$ cat config.mk
export PLATFORM = sky130hd
export DESIGN_NAME = led_row_rd_sched
export DESIGN_NICKNAME = d
export VERILOG_FILES = /design/src/rtl/led_row_rd_sched.sv
export SDC_FILE = /design/constraint.sdc
export NUM_CORES = 1
export LEC_CHECK = 0
export ABC_AREA = 1
export BUFFER_PORTS_ARGS = -buffer_cell sky130_fd_sc_hd__buf_4
export CORE_MARGIN = 4
export CORE_UTILIZATION = 30
export DETAILED_ROUTE_END_ITERATION = 7
export PLACE_DENSITY = 0.56
export SLEW_MARGIN = 10
export SYNTH_ARGS = -nofsm -noshare
export SYNTH_HDL_FRONTEND = slang
export SYNTH_SLANG_ARGS = --single-unit
$ cat constraint.sdc
create_clock -name rd_clk -period 3.45 [get_ports rd_clk]
set_clock_uncertainty 0.1 [all_clocks]
set_input_delay 0.1725 -clock rd_clk [delete_from_list [all_inputs] [get_ports rd_clk]]
set_output_delay 0.1725 -clock rd_clk [all_outputs]
set_load 0.05 [all_outputs]
$ cat src/rtl/led_row_rd_sched.sv
// rtl/led_row_rd_sched.sv - block-row read scheduler between pixel FIFO and LED row assembler (optional macro: ROW_TIMEOUT_EN)
module led_row_rd_sched #(
  parameter int PIX_PER_ROW = 40,
  parameter int ROWS        = 36,
  parameter int TIMEOUT_CYC = 1023
) (
  input  logic       rd_clk,
  input  logic       rst_n,
  input  logic       frame_start,
  input  logic       fifo_empty,
  output logic       fifo_rd_en,
  output logic       pix_we,
  output logic [5:0] pix_idx,
  output logic       row_valid,
  input  logic       row_ready,
  output logic [5:0] row_idx,
  output logic       frame_done,
  output logic       busy,
  output logic       timeout_err
);

  typedef enum logic [1:0] {S_IDLE, S_FILL, S_DRAIN, S_PRESENT} state_t;

  localparam logic [5:0] PIX_MAX  = 6'(PIX_PER_ROW);
  localparam logic [5:0] PIX_LAST = 6'(PIX_PER_ROW - 1);
  localparam logic [5:0] ROW_LAST = 6'(ROWS - 1);

  state_t     state;
  state_t     next_state;
  logic [5:0] rd_cnt;
  logic [5:0] wr_cnt;
  logic       issue;
  logic       last_wr;
  logic       xfer;
  logic       tmo;

  // A read goes out whenever the row still needs pixels and the FIFO has one; a restart takes priority
  assign issue   = (state == S_FILL) && !fifo_empty && (rd_cnt < PIX_MAX) && !frame_start;
  assign last_wr = pix_we && (wr_cnt == PIX_LAST);
  assign xfer    = (state == S_PRESENT) && row_ready;
  assign pix_idx = wr_cnt;

`ifdef ROW_TIMEOUT_EN
  localparam logic [9:0] IDLE_LAST = 10'(TIMEOUT_CYC - 1);

  logic [9:0] idle_cnt;

  assign tmo = (state == S_FILL) && fifo_empty && (idle_cnt == IDLE_LAST) && !frame_start;

  // Counts consecutive starved cycles in FILL; any read or leaving FILL starts it over
  always_ff @(posedge rd_clk or negedge rst_n) begin
    if (!rst_n) begin
      idle_cnt <= '0;
    end else if ((state != S_FILL) || frame_start || issue || tmo) begin
      idle_cnt <= '0;
    end else if (fifo_empty) begin
      idle_cnt <= idle_cnt + 10'd1;
    end
  end

  // Sticky abort flag, cleared only by the next frame
  always_ff @(posedge rd_clk or negedge rst_n) begin
    if (!rst_n) begin
      timeout_err <= 1'b0;
    end else if (frame_start) begin
      timeout_err <= 1'b0;
    end else if (tmo) begin
      timeout_err <= 1'b1;
    end
  end
`else
  assign tmo         = 1'b0;
  assign timeout_err = 1'b0;
`endif

  // State register
  always_ff @(posedge rd_clk or negedge rst_n) begin
    if (!rst_n) begin
      state <= S_IDLE;
    end else begin
      state <= next_state;
    end
  end

  // Next-state logic; frame_start restarts the frame from any state
  always_comb begin
    next_state = state;
    if (frame_start) begin
      next_state = S_FILL;
    end else begin
      case (state)
        S_IDLE:    next_state = S_IDLE;
        S_FILL: begin
          if (tmo) begin
            next_state = S_IDLE;
          end else if (issue && (rd_cnt == PIX_LAST)) begin
            next_state = S_DRAIN;
          end
        end
        S_DRAIN: begin
          if (last_wr) begin
            next_state = S_PRESENT;
          end
        end
        S_PRESENT: begin
          if (row_ready) begin
            next_state = (row_idx == ROW_LAST) ? S_IDLE : S_FILL;
          end
        end
        default:   next_state = S_IDLE;
      endcase
    end
  end

  // State-decoded outputs
  always_comb begin
    row_valid = (state == S_PRESENT);
    busy      = (state != S_IDLE);
  end

  // Read strobe and the write strobe that trails it by the FIFO's one-cycle latency;
  // a write owed to a read that a restart or abort orphans is dropped
  always_ff @(posedge rd_clk or negedge rst_n) begin
    if (!rst_n) begin
      fifo_rd_en <= 1'b0;
      pix_we     <= 1'b0;
    end else begin
      fifo_rd_en <= issue;
      pix_we     <= fifo_rd_en && !frame_start && !tmo;
    end
  end

  // Reads issued in the current row
  always_ff @(posedge rd_clk or negedge rst_n) begin
    if (!rst_n) begin
      rd_cnt <= '0;
    end else if (frame_start || xfer || tmo) begin
      rd_cnt <= '0;
    end else if (issue) begin
      rd_cnt <= rd_cnt + 6'd1;
    end
  end

  // Slice index of the next assembler write; wraps to 0 after the row's last slice
  always_ff @(posedge rd_clk or negedge rst_n) begin
    if (!rst_n) begin
      wr_cnt <= '0;
    end else if (frame_start || tmo || last_wr) begin
      wr_cnt <= '0;
    end else if (pix_we) begin
      wr_cnt <= wr_cnt + 6'd1;
    end
  end

  // Block-row position within the frame and end-of-frame pulse
  always_ff @(posedge rd_clk or negedge rst_n) begin
    if (!rst_n) begin
      row_idx    <= '0;
      frame_done <= 1'b0;
    end else begin
      frame_done <= xfer && (row_idx == ROW_LAST) && !frame_start;
      if (frame_start || tmo) begin
        row_idx <= '0;
      end else if (xfer) begin
        row_idx <= (row_idx == ROW_LAST) ? 6'd0 : row_idx + 6'd1;
      end
    end
  end

endmodule

Word level (Yosys, flattened, before mapping)
Index checks and enable logic that the tools add are counted.
W data, S select, Z words.
{"block": "op_classes", "reduce_logical": 19, "n_mux": 13, "n_lt_le_gt_ge": 1, "add_sub_neg": 3, "eq_ne": 9}
{"op": "$mux W6", "n": 7}
{"op": "$add A6 B1 Y6 const B", "n": 3}
{"op": "$eq A6 B6 Y1 const B", "n": 3}
{"op": "$logic_and A1 B1 Y1", "n": 9}
{"op": "$mux W2", "n": 4}
{"op": "$pmux W2 S4", "n": 1}
{"op": "$reduce_bool A2 Y1", "n": 4}
{"op": "$lt A6 B6 Y1 const B", "n": 1}
{"op": "$ne A3 B2 Y1 const B", "n": 2}
{"op": "$eq A2 B2 Y1 const B", "n": 2}
{"op": "$ne A3 B3 Y1 const B", "n": 1}
{"op": "$reduce_and A3 Y1", "n": 1}
{"op": "$eq A2 B1 Y1 const B", "n": 1}
{"op": "$logic_not A1 Y1", "n": 2}
{"op": "$logic_not A2 Y1", "n": 1}
{"op": "$logic_or A1 B1 Y1", "n": 2}
{"op": "$mux W1", "n": 1}
{"block": "totals", "ff_bits": 23, "out_inout_bits": 18, "input_bits": 5, "word_cells": 52}

Longest topological paths before layout
{"block": "logic_depth", "word_depth": 8, "mapped_depth": 9, "depth_no_buf": 9}

Worst setup path after synthesis
Ideal clock, no wire load.
{"block": "synth_path", "path_type": "reg-to-reg", "start": "reg state[0]", "end": "reg rd_cnt[0]", "required_ns": 3.231, "setup_time_ns": 0.119, "t_arrival_ns": 1.592, "path_stages_with_launch": 10, "n_path_buf": 0, "synth_period_minus_slack_ns": 1.810, "setup_slack_ns": 1.640, "path_cell_list": "dfrtp_1 > ha_1 > nand2_1 > inv_2 > nor2_4 > inv_2 > nor2_4 > inv_2 > nand2_1 > o21a_1"}
{"block": "synth_between", "word_cells_on_any_way": 9, "cone_classes": "2 x eq/ne; 1 x mux; 6 x reduce/logical"}
{"item": "from (decl)", "line": "28", "rtl": "state_t state;"}
{"item": "from (signal assigned)", "line": "81", "rtl": "state <= next_state;"}
{"item": "$eq A2 B2 Y1 (*)"}
{"item": "named net row_valid", "line": "14", "rtl": "output logic row_valid,"}
{"item": "$logic_and A1 B1 Y1 (*)", "line": "40", "rtl": "assign xfer = (state == S_PRESENT) && row_ready;"}
{"item": "$logic_or A1 B1 Y1 (*)", "line": "137", "rtl": "end else if (frame_start || xfer || tmo) begin"}
{"item": "$mux W6 or $reduce_bool A2 Y1 (tied branches)"}
{"item": "to (signal assigned)", "line": "140", "rtl": "rd_cnt <= rd_cnt + 6'd1;"}
{"item": "to (decl)", "line": "30", "rtl": "logic [5:0] rd_cnt;"}
Mark *: on every way through the listed nets, which the timed path passes. The rest lies on a longest branch.
A chain may end at the register's enable or synchronous reset.

Worst setup path after layout
{"block": "layout_path", "start": "reg state[0]", "end": "reg rd_cnt[0]"}
{"block": "layout_between", "elab_chain_cells": 5, "word_cells_on_any_way": 9, "cone_classes": "2 x eq/ne; 1 x mux; 6 x reduce/logical"}
{"item": "$eq A2 B1 Y1", "line": "38", "rtl": "assign issue = (state == S_FILL) && !fifo_empty && (rd_cnt < PIX_MAX) && !frame_start;"}
{"item": "$logic_and A1 B1 Y1 (3 in a row)", "line": "38"}
{"item": "$reduce_bool A2 Y1 (no line)"}
Several ways; a longest one is shown, not always the timed one.

==> flow_summary_export.csv <==
group,metric,value,unit
run_status,run_status,"finished, final reports clean",
drt,ant_nets,0,
floorplan,start_util,31.4,%
run,cap_violations,0,
cts,cts_resized,0,
timing,final.setup.tns,0,ns
synthesis,synth.area.top_cells,"dfrtp_1 42%, nand2_1 10%, ha_1 6.4%",
floorplan,dieHeight,75.7,um
cells_and_area,final_common_cell,"nand2_1",
place,portBuffers,21,
setup_path,slowest_delay,0.44,ns
hold_path,hold_depth,2,
floorplan,fp.dieArea,0.00573,mm^2
synthesis,syn_area,0.00138,mm^2
synthesis,synth_seq_cells,23,
pwr,pwr-share-clk,22.3,%
place,placed_cell_area,0.00157,mm^2
timing,setup_ws,1.74,ns
timing,period_needed,1.71,ns
cts,cts_setup_buffers,0,
pwr,ir_worst_vdd,0.000242,V
floorplan,die_x,75.7,um
setup_path,crit_fanout,9,
cells_and_area,fin_area,0.00163,mm^2
place,dp_hpwl,2.14,mm
cts,cts_buffer_depth,2,
cells_and_area,areaGrowthSynthToFinish,18.5,%
timing,period_share,49.4,%
cells_and_area,post-route-util,37.2,%
grt,grt_overflow,0,
timing,fmax,586,MHz
pwr,comb_power_share,34.4,%
drt,drc,0,
floorplan,rows,24,
drt,drt_first_pass_iters,4,
setup_path,cpMaxStageDelayCell,"dfrtp_1",
cts,insertion_delay,0.26,ns
place,pre_cts_ws,1.73,ns
setup_path,crit_required,3.55,ns
pwr,p_per_area,456,mW/mm^2
timing,maxSlewViolCount,0,
pwr,p_switching,284,uW
pwr,power.total,742,uW
cells_and_area,antenna_cells,0,
synthesis,avgSynthCellArea,8.04,um^2
cells_and_area,finalNetCount,207,
cells_and_area,fillers,470,
synthesis,yosys.area.top_type,"dfrtp_1",
grt,grt_pass1_vias,1041,
synthesis,synth_cells,171,
timing,finalSetupViolations,0,
cts,clock-root-buffer,"clkbuf_8",
pwr,internal_power,458,uW
synthesis,yosysWarnings,0,
drt,num_vias,1147,
setup_path,cp_cell_sequence,"ha_1 > nand2_1 > inv_2 > nor2_4 > inv_2 > nor2_4 > inv_2 > nand2_1 > o21a_1",
pwr,power.leakage,0.000821,uW
synthesis,ys_seq_area_share,41.9,%
grt,grt_start_max_net_pins,24,
cts,clock-sinks,23,
drt,vias_per_cell,4.66,
pwr,p_seq_share,43.3,%
hold_path,hold_path_class,"in -> reg",
drt,wire_per_inst,11.4,um
setup_path,criticalPathCategory,"reg -> reg",
place,place_congestion,0.775,
floorplan,core,0.00438,mm^2
grt,antenna_found_initial,0,
floorplan,io_pins,23,
timing,grt_setup_unrepaired,"no",
grt,grt_pass1_wl,4.67,mm
cells_and_area,drive_gt1_share,19.6,%
synthesis,synth_cell_types,29,
cts,htree_levels,1,
synthesis,yosys.area.top_type_share,41.9,%
synthesis,synth_nets,183,
cts,clk_pin_slew,0.08,ns
setup_path,crit_path_start_kind,"flip-flop",
grt,grt_usage,10.7,%
drt,drt_iter0_drc,39,
setup_path,cp-end-kind,"flip-flop",
cts,cts_buffers,3,
cts,cts_tree,"built",
setup_path,cpMostUsedCell,"inv_2",
drt,totalWireLength,2.79,mm
setup_path,crit_arrival,1.81,ns
cells_and_area,seqCellArea,576,um^2
pwr,sw_frac_of_total,38.3,%
setup_path,r2r_cells,9,
cells_and_area,final_cell_mix,"37 x nand2_1, 23 x inv_1, 23 x dfrtp_1, 21 x buf_4, 17 x nor2_1",
cells_and_area,multi_input_area,652,um^2
timing,hold_viol_final,0,
[area by class of cell]
class / count / share of cell area [%]
clock buffers: 4 / 2.76
inverters: 29 / 7.60
multi-input cells: 116 / 40.0
flip-flops and latches: 23 / 35.3
well taps: 52 / 3.99
repair buffers: 22 / 10.3
[path summary, 6_finish.rpt]
path	endpoint	from	slack, ns
min in group asynchronous	row_idx[2]$_DFFE_PN0N_	rst_n	0.24
max	rd_cnt[0]$_DFFE_PN0P_	state[0]$_DFFE_PN0P_	1.74
min reg2reg	pix_we$_DFF_PN0_	fifo_rd_en$_DFF_PN0_	0.41
max reg2reg	rd_cnt[0]$_DFFE_PN0P_	state[0]$_DFFE_PN0P_	1.74
min	pix_we$_DFF_PN0_	frame_start	0.09
max in group asynchronous	state[1]$_DFFE_PN0P_	rst_n	2.78
[Yosys cell counts (all sizes together)]
| cell | instances |
|---|---|
| a21oi | 8 |
| buf | 3 |
| clkinv | 1 |
| conb | 1 |
| dfrtp | 23 |
| ha | 7 |
| inv | 28 |
| mux2i | 1 |
| nand2 | 39 |
| nand3 | 15 |
| nand3b | 3 |
| nand4 | 4 |
| nor2 | 22 |
| nor3 | 6 |
| o211ai | 2 |
| o21a | 1 |
| o21ai | 3 |
| o22ai | 1 |
| xor2 | 3 |
[power groups by stage]
stage / logic, uW / registers, uW / clock network, uW
floorplan: 176 / 341 / 0
global placement: 256 / 327 / 0
detailed placement: 259 / 327 / 0
CTS: 261 / 322 / 178
global route: 283 / 326 / 186
finish: 255 / 322 / 165
[worst max-delay path: cells and delay by family, from the launching register on]
family / cells / cell delay (ns)
buf+inv: 3 / 0.26
flops: 1 / 0.44
fa+ha+maj: 1 / 0.27
simple gates: 4 / 0.48
compound gates: 1 / 0.11
[cells by family (layout without fill, tap and decap cells)]
kind of cell | count (synthesis) | count (layout) | synth area share, %
muxes | 1 | 1 | 0.728
AOI/OAI and AO/OA | 15 | 15 | 6.10
DFF | 23 | 23 | 41.9
buffers and inverters | 32 | 55 | 10.7
and+or+nand+nor | 89 | 89 | 32.0
other | 1 | 1 | 0.273
xor gates and xnor gates | 3 | 3 | 1.91
adders and majority gates | 7 | 7 | 6.37
[registers in the layout, indices dropped and copies added, names as in the netlist]
name and count:
pix_idx 6, rd_cnt 6, row_idx 6, state 2, fifo_rd_en 1, frame_done 1
pix_we 1
[through the flow]
step                cells  hold slack [ns]
finish                246           0.0942
detailed placement    241         -0.00950
CTS                   246           0.0856
floorplan             171           -0.223
global route          246           0.0873
global placement      241          -0.0101
[per-layer routing]
metal	vias up	global-route usage (%)	share of wire, %
met5	-	0	0
met3	2	2.64	5.8
met4	0	5.05	0.50
li1	589	-	-
met1	522	14.6	49
met2	34	15.9	45
[what timing repair did]
action | CTS | global route
endpoints found under the setup margin | 0 | 0
hold buffers | 1 | 0
endpoints found under the hold margin | 23 | 0
(Power assumes the default switching activity.)
